File: src/rtl/stream_selector_rr_pkg.sv
//------------------------------------------------------------------------------
// Module   : selector_pkg
// Brief    : Shared constants, lock FSM states and pointer helper for
//            stream_selector_rr.
// Revision : 1.0 - initial release
//------------------------------------------------------------------------------
`default_nettype none

package selector_pkg;

  localparam logic MODE_FIXED = 1'b0;
  localparam logic MODE_RR    = 1'b1;

  typedef enum logic [0:0] {
    IDLE   = 1'b0,
    LOCKED = 1'b1
  } lock_state_t;

  // Successor of idx in a ring of num channels.
  function automatic int unsigned ptr_incr(input int unsigned idx, input int unsigned num);
    return (idx + 1 >= num) ? 0 : idx + 1;
  endfunction

endpackage

`default_nettype wire

File: src/rtl/stream_selector_rr_if.sv
//------------------------------------------------------------------------------
// Module   : stream_selector_rr_if
// Brief    : Multi-input valid/ready stream bundle and single output stream;
//            in_last/out_last exist only when SELECTOR_LOCK_EN is defined.
// Revision : 1.0 - initial release
//------------------------------------------------------------------------------
`default_nettype none

interface stream_selector_rr_if #(
  parameter int WIDTH  = 32,
  parameter int NUM_IN = 4
);

  localparam int SEL_W = (NUM_IN > 1) ? $clog2(NUM_IN) : 1;

  logic                    mode;
  logic [SEL_W-1:0]        control_in;
  logic [NUM_IN-1:0]       in_valid;
  logic [NUM_IN*WIDTH-1:0] in_data;
  logic [NUM_IN-1:0]       in_ready;
  logic                    out_valid;
  logic [WIDTH-1:0]        out_data;
  logic [SEL_W-1:0]        out_sel;
  logic                    out_ready;
`ifdef SELECTOR_LOCK_EN
  logic [NUM_IN-1:0]       in_last;
  logic                    out_last;
`endif

  modport master (
    output mode, control_in, in_valid, in_data, out_ready,
`ifdef SELECTOR_LOCK_EN
    output in_last,
    input  out_last,
`endif
    input  in_ready, out_valid, out_data, out_sel
  );

  modport slave (
    input  mode, control_in, in_valid, in_data, out_ready,
`ifdef SELECTOR_LOCK_EN
    input  in_last,
    output out_last,
`endif
    output in_ready, out_valid, out_data, out_sel
  );

endinterface

`default_nettype wire

File: src/rtl/stream_selector_rr_arbiter.sv
//------------------------------------------------------------------------------
// Module   : rr_arbiter
// Brief    : Round-robin pointer register and rotate/priority-encode grant.
// Revision : 1.0 - initial release
//------------------------------------------------------------------------------
`default_nettype none

module rr_arbiter
  import selector_pkg::*;
#(
  parameter int NUM_IN = 4
) (
  input  logic                                        clk,
  input  logic                                        rst,
  input  logic [NUM_IN-1:0]                           req,
  input  logic                                        advance,
  input  logic [((NUM_IN > 1) ? $clog2(NUM_IN) : 1)-1:0] advance_idx,
  output logic [NUM_IN-1:0]                           grant
);

  localparam int SEL_W = (NUM_IN > 1) ? $clog2(NUM_IN) : 1;
  localparam logic [NUM_IN-1:0] c_one = {{(NUM_IN-1){1'b0}}, 1'b1};

  logic [SEL_W-1:0]  r_ptr;
  logic [NUM_IN-1:0] w_mask;
  logic [NUM_IN-1:0] w_masked;
  logic [NUM_IN-1:0] w_pick;

  // Requests at or above the pointer win; otherwise wrap to the lowest request.
  always_comb begin
    w_mask   = ~((c_one << r_ptr) - c_one);
    w_masked = req & w_mask;
    w_pick   = (w_masked != '0) ? w_masked : req;
    grant    = w_pick & (~w_pick + c_one);
  end

  always_ff @(posedge clk) begin
    if (rst) begin
      r_ptr <= '0;
    end else if (advance) begin
      r_ptr <= SEL_W'(ptr_incr(32'(advance_idx), NUM_IN));
    end
  end

endmodule

`default_nettype wire

File: src/rtl/stream_selector_rr.sv
//------------------------------------------------------------------------------
// Module   : stream_selector_rr
// Brief    : NUM_IN:1 valid/ready stream selector, fixed or round-robin, with a
//            registered output; SELECTOR_LOCK_EN adds packet locking.
// Revision : 1.0 - initial release
//------------------------------------------------------------------------------
`default_nettype none

module stream_selector_rr
  import selector_pkg::*;
#(
  parameter int WIDTH  = 32,
  parameter int NUM_IN = 4
) (
  input  logic                 clk,
  input  logic                 rst,
  stream_selector_rr_if.slave  bus
);

  localparam int SEL_W = (NUM_IN > 1) ? $clog2(NUM_IN) : 1;

  logic [NUM_IN-1:0] w_rr_grant;
  logic [NUM_IN-1:0] w_fix_grant;
  logic [NUM_IN-1:0] w_grant;
  logic [NUM_IN-1:0] w_ready;
  logic              w_load;
  logic              w_hs;
  logic              w_adv;
  logic [SEL_W-1:0]  w_gidx;
  logic [WIDTH-1:0]  w_gdata;

  logic              r_out_valid;
  logic [WIDTH-1:0]  r_out_data;
  logic [SEL_W-1:0]  r_out_sel;

  // Out-of-range control_in matches no loop index, so it grants nothing.
  always_comb begin
    w_fix_grant = '0;
    for (int i = 0; i < NUM_IN; i++) begin
      if (bus.control_in == SEL_W'(i)) begin
        w_fix_grant[i] = bus.in_valid[i];
      end
    end
  end

  rr_arbiter #(
    .NUM_IN (NUM_IN)
  ) u_rr_arbiter (
    .clk         (clk),
    .rst         (rst),
    .req         (bus.in_valid),
    .advance     (w_adv),
    .advance_idx (w_gidx),
    .grant       (w_rr_grant)
  );

`ifdef SELECTOR_LOCK_EN
  lock_state_t       r_state;
  lock_state_t       w_state_nxt;
  logic [SEL_W-1:0]  r_lock_ch;
  logic [NUM_IN-1:0] w_lock_grant;
  logic              w_last;
  logic              r_out_last;

  assign w_last = |(bus.in_last & w_grant);

  always_comb begin
    w_lock_grant = '0;
    for (int i = 0; i < NUM_IN; i++) begin
      if (r_lock_ch == SEL_W'(i)) begin
        w_lock_grant[i] = bus.in_valid[i];
      end
    end
  end

  always_comb begin
    w_state_nxt = r_state;
    case (r_state)
      IDLE:    if (w_hs && !w_last) w_state_nxt = LOCKED;
      LOCKED:  if (w_hs &&  w_last) w_state_nxt = IDLE;
      default: w_state_nxt = IDLE;
    endcase
  end

  always_ff @(posedge clk) begin
    if (rst) begin
      r_state   <= IDLE;
      r_lock_ch <= '0;
    end else begin
      r_state <= w_state_nxt;
      if (w_hs && r_state == IDLE) begin
        r_lock_ch <= w_gidx;
      end
    end
  end

  always_comb begin
    if (r_state == LOCKED) begin
      w_grant = w_lock_grant;
    end else if (bus.mode == MODE_RR) begin
      w_grant = w_rr_grant;
    end else begin
      w_grant = w_fix_grant;
    end
  end

  // The pointer only moves once a whole packet has gone through.
  assign w_adv = w_hs & (bus.mode == MODE_RR) & w_last;

  always_ff @(posedge clk) begin
    if (rst) begin
      r_out_last <= 1'b0;
    end else if (w_hs) begin
      r_out_last <= w_last;
    end
  end

  assign bus.out_last = r_out_last;
`else
  assign w_grant = (bus.mode == MODE_RR) ? w_rr_grant : w_fix_grant;
  assign w_adv   = w_hs & (bus.mode == MODE_RR);
`endif

  always_comb begin
    w_gidx  = '0;
    w_gdata = '0;
    for (int i = 0; i < NUM_IN; i++) begin
      if (w_grant[i]) begin
        w_gidx  = SEL_W'(i);
        w_gdata = bus.in_data[i*WIDTH +: WIDTH];
      end
    end
  end

  assign w_load  = ~r_out_valid | bus.out_ready;
  assign w_ready = w_grant & {NUM_IN{w_load & ~rst}};
  assign w_hs    = |(bus.in_valid & w_ready);

  always_ff @(posedge clk) begin
    if (rst) begin
      r_out_valid <= 1'b0;
      r_out_data  <= '0;
      r_out_sel   <= '0;
    end else if (w_hs) begin
      r_out_valid <= 1'b1;
      r_out_data  <= w_gdata;
      r_out_sel   <= w_gidx;
    end else if (bus.out_ready) begin
      r_out_valid <= 1'b0;
    end
  end

  assign bus.in_ready  = w_ready;
  assign bus.out_valid = r_out_valid;
  assign bus.out_data  = r_out_data;
  assign bus.out_sel   = r_out_sel;

endmodule

`default_nettype wire

File: src/flat_wrapper.sv
// flat-port wrapper written by rule: the top's interface ports become plain ports
module stream_selector_rr_flat import selector_pkg::*;
#(
  parameter int WIDTH  = 32,
  parameter int NUM_IN = 4
)
  (clk, rst, bus_mode, bus_control_in, bus_in_valid, bus_in_data, bus_out_ready, bus_in_ready, bus_out_valid, bus_out_data, bus_out_sel);
  stream_selector_rr_if #(.WIDTH(WIDTH), .NUM_IN(NUM_IN)) bus_i ();
  input  logic clk;
  input  logic rst;
  input wire logic [$bits(bus_i.mode)-1:0] bus_mode;
  input wire logic [$bits(bus_i.control_in)-1:0] bus_control_in;
  input wire logic [$bits(bus_i.in_valid)-1:0] bus_in_valid;
  input wire logic [$bits(bus_i.in_data)-1:0] bus_in_data;
  input wire logic [$bits(bus_i.out_ready)-1:0] bus_out_ready;
  output wire logic [$bits(bus_i.in_ready)-1:0] bus_in_ready;
  output wire logic [$bits(bus_i.out_valid)-1:0] bus_out_valid;
  output wire logic [$bits(bus_i.out_data)-1:0] bus_out_data;
  output wire logic [$bits(bus_i.out_sel)-1:0] bus_out_sel;
  assign bus_i.mode = bus_mode;
  assign bus_i.control_in = bus_control_in;
  assign bus_i.in_valid = bus_in_valid;
  assign bus_i.in_data = bus_in_data;
  assign bus_i.out_ready = bus_out_ready;
  assign bus_in_ready = bus_i.in_ready;
  assign bus_out_valid = bus_i.out_valid;
  assign bus_out_data = bus_i.out_data;
  assign bus_out_sel = bus_i.out_sel;
  stream_selector_rr #(.WIDTH(WIDTH), .NUM_IN(NUM_IN)) u_core (.clk(clk), .rst(rst), .bus(bus_i));
endmodule
File: config.mk
export PLATFORM = sky130hd
export DESIGN_NAME = stream_selector_rr_flat
export DESIGN_NICKNAME = d
export VERILOG_FILES = /design/src/rtl/stream_selector_rr_pkg.sv /design/src/rtl/stream_selector_rr_if.sv /design/src/rtl/stream_selector_rr_arbiter.sv /design/src/rtl/stream_selector_rr.sv /design/src/flat_wrapper.sv
export SDC_FILE = /design/constraint.sdc
export NUM_CORES = 1
export LEC_CHECK = 0
export CORE_ASPECT_RATIO = 1.5
export CORE_MARGIN = 2
export CORE_UTILIZATION = 36
export DETAILED_ROUTE_END_ITERATION = 8
export GPL_TIMING_DRIVEN = 0
export PLACE_DENSITY = 0.84
export SYNTH_ARGS = -nofsm -noshare
export SYNTH_HDL_FRONTEND = slang
export SYNTH_HIERARCHICAL = 1
export SYNTH_SLANG_ARGS = --single-unit
File: constraint.sdc
create_clock -name clk -period 2.4 [get_ports clk]
set_input_delay 0.24 -clock clk [delete_from_list [all_inputs] [get_ports clk]]
set_output_delay 0.24 -clock clk [all_outputs]
set_load 0.01 [all_outputs]
==> results.toml <==
[final_layout]
diodes = 0
fin_nets = 618
fin_util_pct = 67.0
syn_to_final_growth_pct = 79.4
drive_above_1_share_pct = 15.0
final_cells = 558
fillers = 578

[floorplan]
initial_core_util_pct = 37.3
row_count = 37
die_y_um = 107
fp.coreArea_mm2 = 0.00685
die_area_mm2 = 0.00781
die_w_um = 72.8
ios = 177

[place]
numPortBuffers = 176
place_congestion = 0.847
post-dp-hpwl_um = 7760
dp_cells = 548

[global_route]
grt_start_max_net_pins = 13
antenna_found_initial = 0
grt_pass1_vias = 3334
grt_overflow = 0
grt_first_pass_wirelength_um = 15400
track_usage_pct = 25.0

[timing]
period_needed_ns = 2.31
setup_viol = 0
rsz0062_at_grt = "no"
hold_viol = 0
fin_setup_tns_ns = 0
final.period_utilization_pct = 96.1
slew_violations = 0
finClkSkew_ns = 0.00933
finalHoldWorstSlack_ns = 0.471
tightest_slew_ns = 0.522
slew_headroom_pct = 65.2
fmax_mhz = 434

[status]
outcome = "completed"

[power_and_ir_drop]
p_comb_share_pct = 40.4
switching_share_pct = 29.3
intPower_mw = 1.52
p_clk_share_pct = 26.4
power.share.sequential_pct = 33.2
leakagePower_nw = 1.75
switchingPower_mw = 0.628
ir_drop_uv = 288
power_density_mw_per_mm2 = 467

[clocking]
cts_tree = "yes"
root_buffer = "clkbuf_8"
clk_latency_ns = 0.28
cts.path.max_buffers = 2
cts_buffers = 5
clk_pin_slew_ns = 0.08
htreeDepth = 2
cts.sinks = 37
ctsHoldBuffers = 0

[critical_path]
end_kind = "output pin"
timing.critical_path.from_type = "flip-flop"
required_ns = 2.16
worstPathMaxFanout = 10
rr_startpoint = "u_core/u_rr_arbiter/r_ptr[1]"
crit_type = "flip-flop to output pin"
setup.worst_path.start = "u_core/u_rr_arbiter/r_ptr[1]"
cp.arrival_ns = 2.07

[run]
maxCapViolCount = 0

[routing]
drc = 0
drt_iter0_markers = 164
drtAntennaViolNets = 0
routed_wl_um = 10000
firstDrtPassIters = 4
vias_per_cell = 5.72
num_vias = 3190
routedWlPerCell_um = 17.9

[synthesis]
seq_area_frac_synth_pct = 28.9
synth.most_common_cell = "nor2_1"
netlist_top_cells_count = "49 x nor2_1, 37 x dfxtp_1, 24 x nand2_1"
syn_nets = 433
ys_ff_latch = 37
synth.distinct_cells = 44
ys.flop_type = "dfxtp_1"
synth_cells = 294
synth_area_mm2 = 0.00256
synth_area_leaders = "dfxtp_1 29%, o311a_1 8.2%, nor2_1 7.2%"
synth_area_per_cell_um2 = 8.70
synthArstFlopShare_pct = 0
yosysWarnings = 6
synth_edf_count = 0
netlist.area_leader.share_pct = 28.9
yosys.area.top_type = "dfxtp_1"

[worst_hold_path]
hold_start = "u_core/bus.out_data[14]"
hold_class = "flip-flop to flip-flop"
[power groups by stage]
stage / registers [mW] / clock network [mW] / logic (mW)
floorplan: 0.751 / 0 / 0.370
global placement: 0.722 / 0 / 0.838
detailed placement: 0.724 / 0 / 0.854
CTS: 0.711 / 0.578 / 0.863
global route: 0.719 / 0.603 / 0.930
finish: 0.712 / 0.567 / 0.866
[stage by stage]
stage | setup slack, ns | area, µm² | power (mW)
CTS | 0.0328 | 4580 | 2.15
finish | 0.0946 | 4590 | 2.14
global route | 0.00159 | 4590 | 2.25
detailed placement | -0.584 | 4420 | 1.58
floorplan | 0.392 | 2560 | 1.12
global placement | -0.564 | 4420 | 1.56
[sequential cells by signal (all words and copies together), names as in the netlist]
register,cells
u_core/bus.out_data,32
u_core/bus.out_sel,2
u_core/u_rr_arbiter/r_ptr,2
u_core/bus.out_valid,1
[repair_timing]
action,4_1_cts,5_1_grt
pin swaps,0,5
setup buffers,2,1
endpoints found under the hold margin,0,0
gates resized for setup,16,3
endpoints found under the setup margin,6,27
[kinds of logic after synthesis]
kind of cell / Yosys count / share of synthesized area [%]
AOI/OAI and AO/OA: 114 / 37.8
adders and majority gates: 1 / 0.489
buffers and inverters: 32 / 9.14
DFF: 37 / 28.9
muxes: 5 / 2.00
and+or+nand+nor: 105 / 21.6
[placed cells by master, fill, tap and decap left out, drive strengths merged, types with 2 or more instances in the layout]
cell | synthesis | layout
a21oi | 20 | 20
a221o | 13 | 13
a221oi | 19 | 19
and2 | 2 | 2
buf | 20 | 23
clkbuf | 7 | 12
clkdlybuf4s50 | 0 | 171
dfxtp | 37 | 37
dlygate4sd2 | 0 | 5
inv | 4 | 4
mux2i | 4 | 4
nand2 | 25 | 25
nor2 | 50 | 50
nor3 | 20 | 20
o211a | 3 | 3
o21ai | 18 | 18
o2bb2ai | 13 | 13
o311a | 21 | 21
[cell type report]
cell class                 count  area [µm²]  share of cell area [%]
timing repair buffer         179        1780                    38.7
multi-input combinational    225        1600                    34.9
inverter                       4        15.0                   0.327
clock inverter                 2        37.5                   0.818
buffer                        27         230                    5.02
clock buffer                   6        82.6                    1.80
sequential                    37         746                    16.2
tap                           78        97.6                    2.13
[worst paths after layout]
| path | depth (start not counted) | slack [ns] | endpoint |
|---|---|---|---|
| worst max-delay path | 7 | 0.09 | bus_in_ready[3] |
| worst min-delay path | 1 | 0.47 | u_core/bus.out_data[14] |
| worst max register to register | 11 | 0.11 | u_core/bus.out_data[24] |
| worst min register to register | 1 | 0.47 | u_core/bus.out_data[14] |
[worst max-delay path: stages, from the launching register on]
cell	delay, ns
dfxtp_4	0.39
inv_2	0.06
a21oi_1	0.14
o221a_2	0.27
a21oi_4	0.09
clkbuf_8	0.18
nor2_1	0.11
clkdlybuf4s50_1	0.55
[layer usage]
metal	vias up	wire (µm)	GRT usage, %
li1	1511	-	-
met1	1501	3620	26.2
met2	154	5440	47.3
met3	24	631	4.03
met4	0	315	11.1
met5	-	0	0
(Power assumes the default switching activity.)
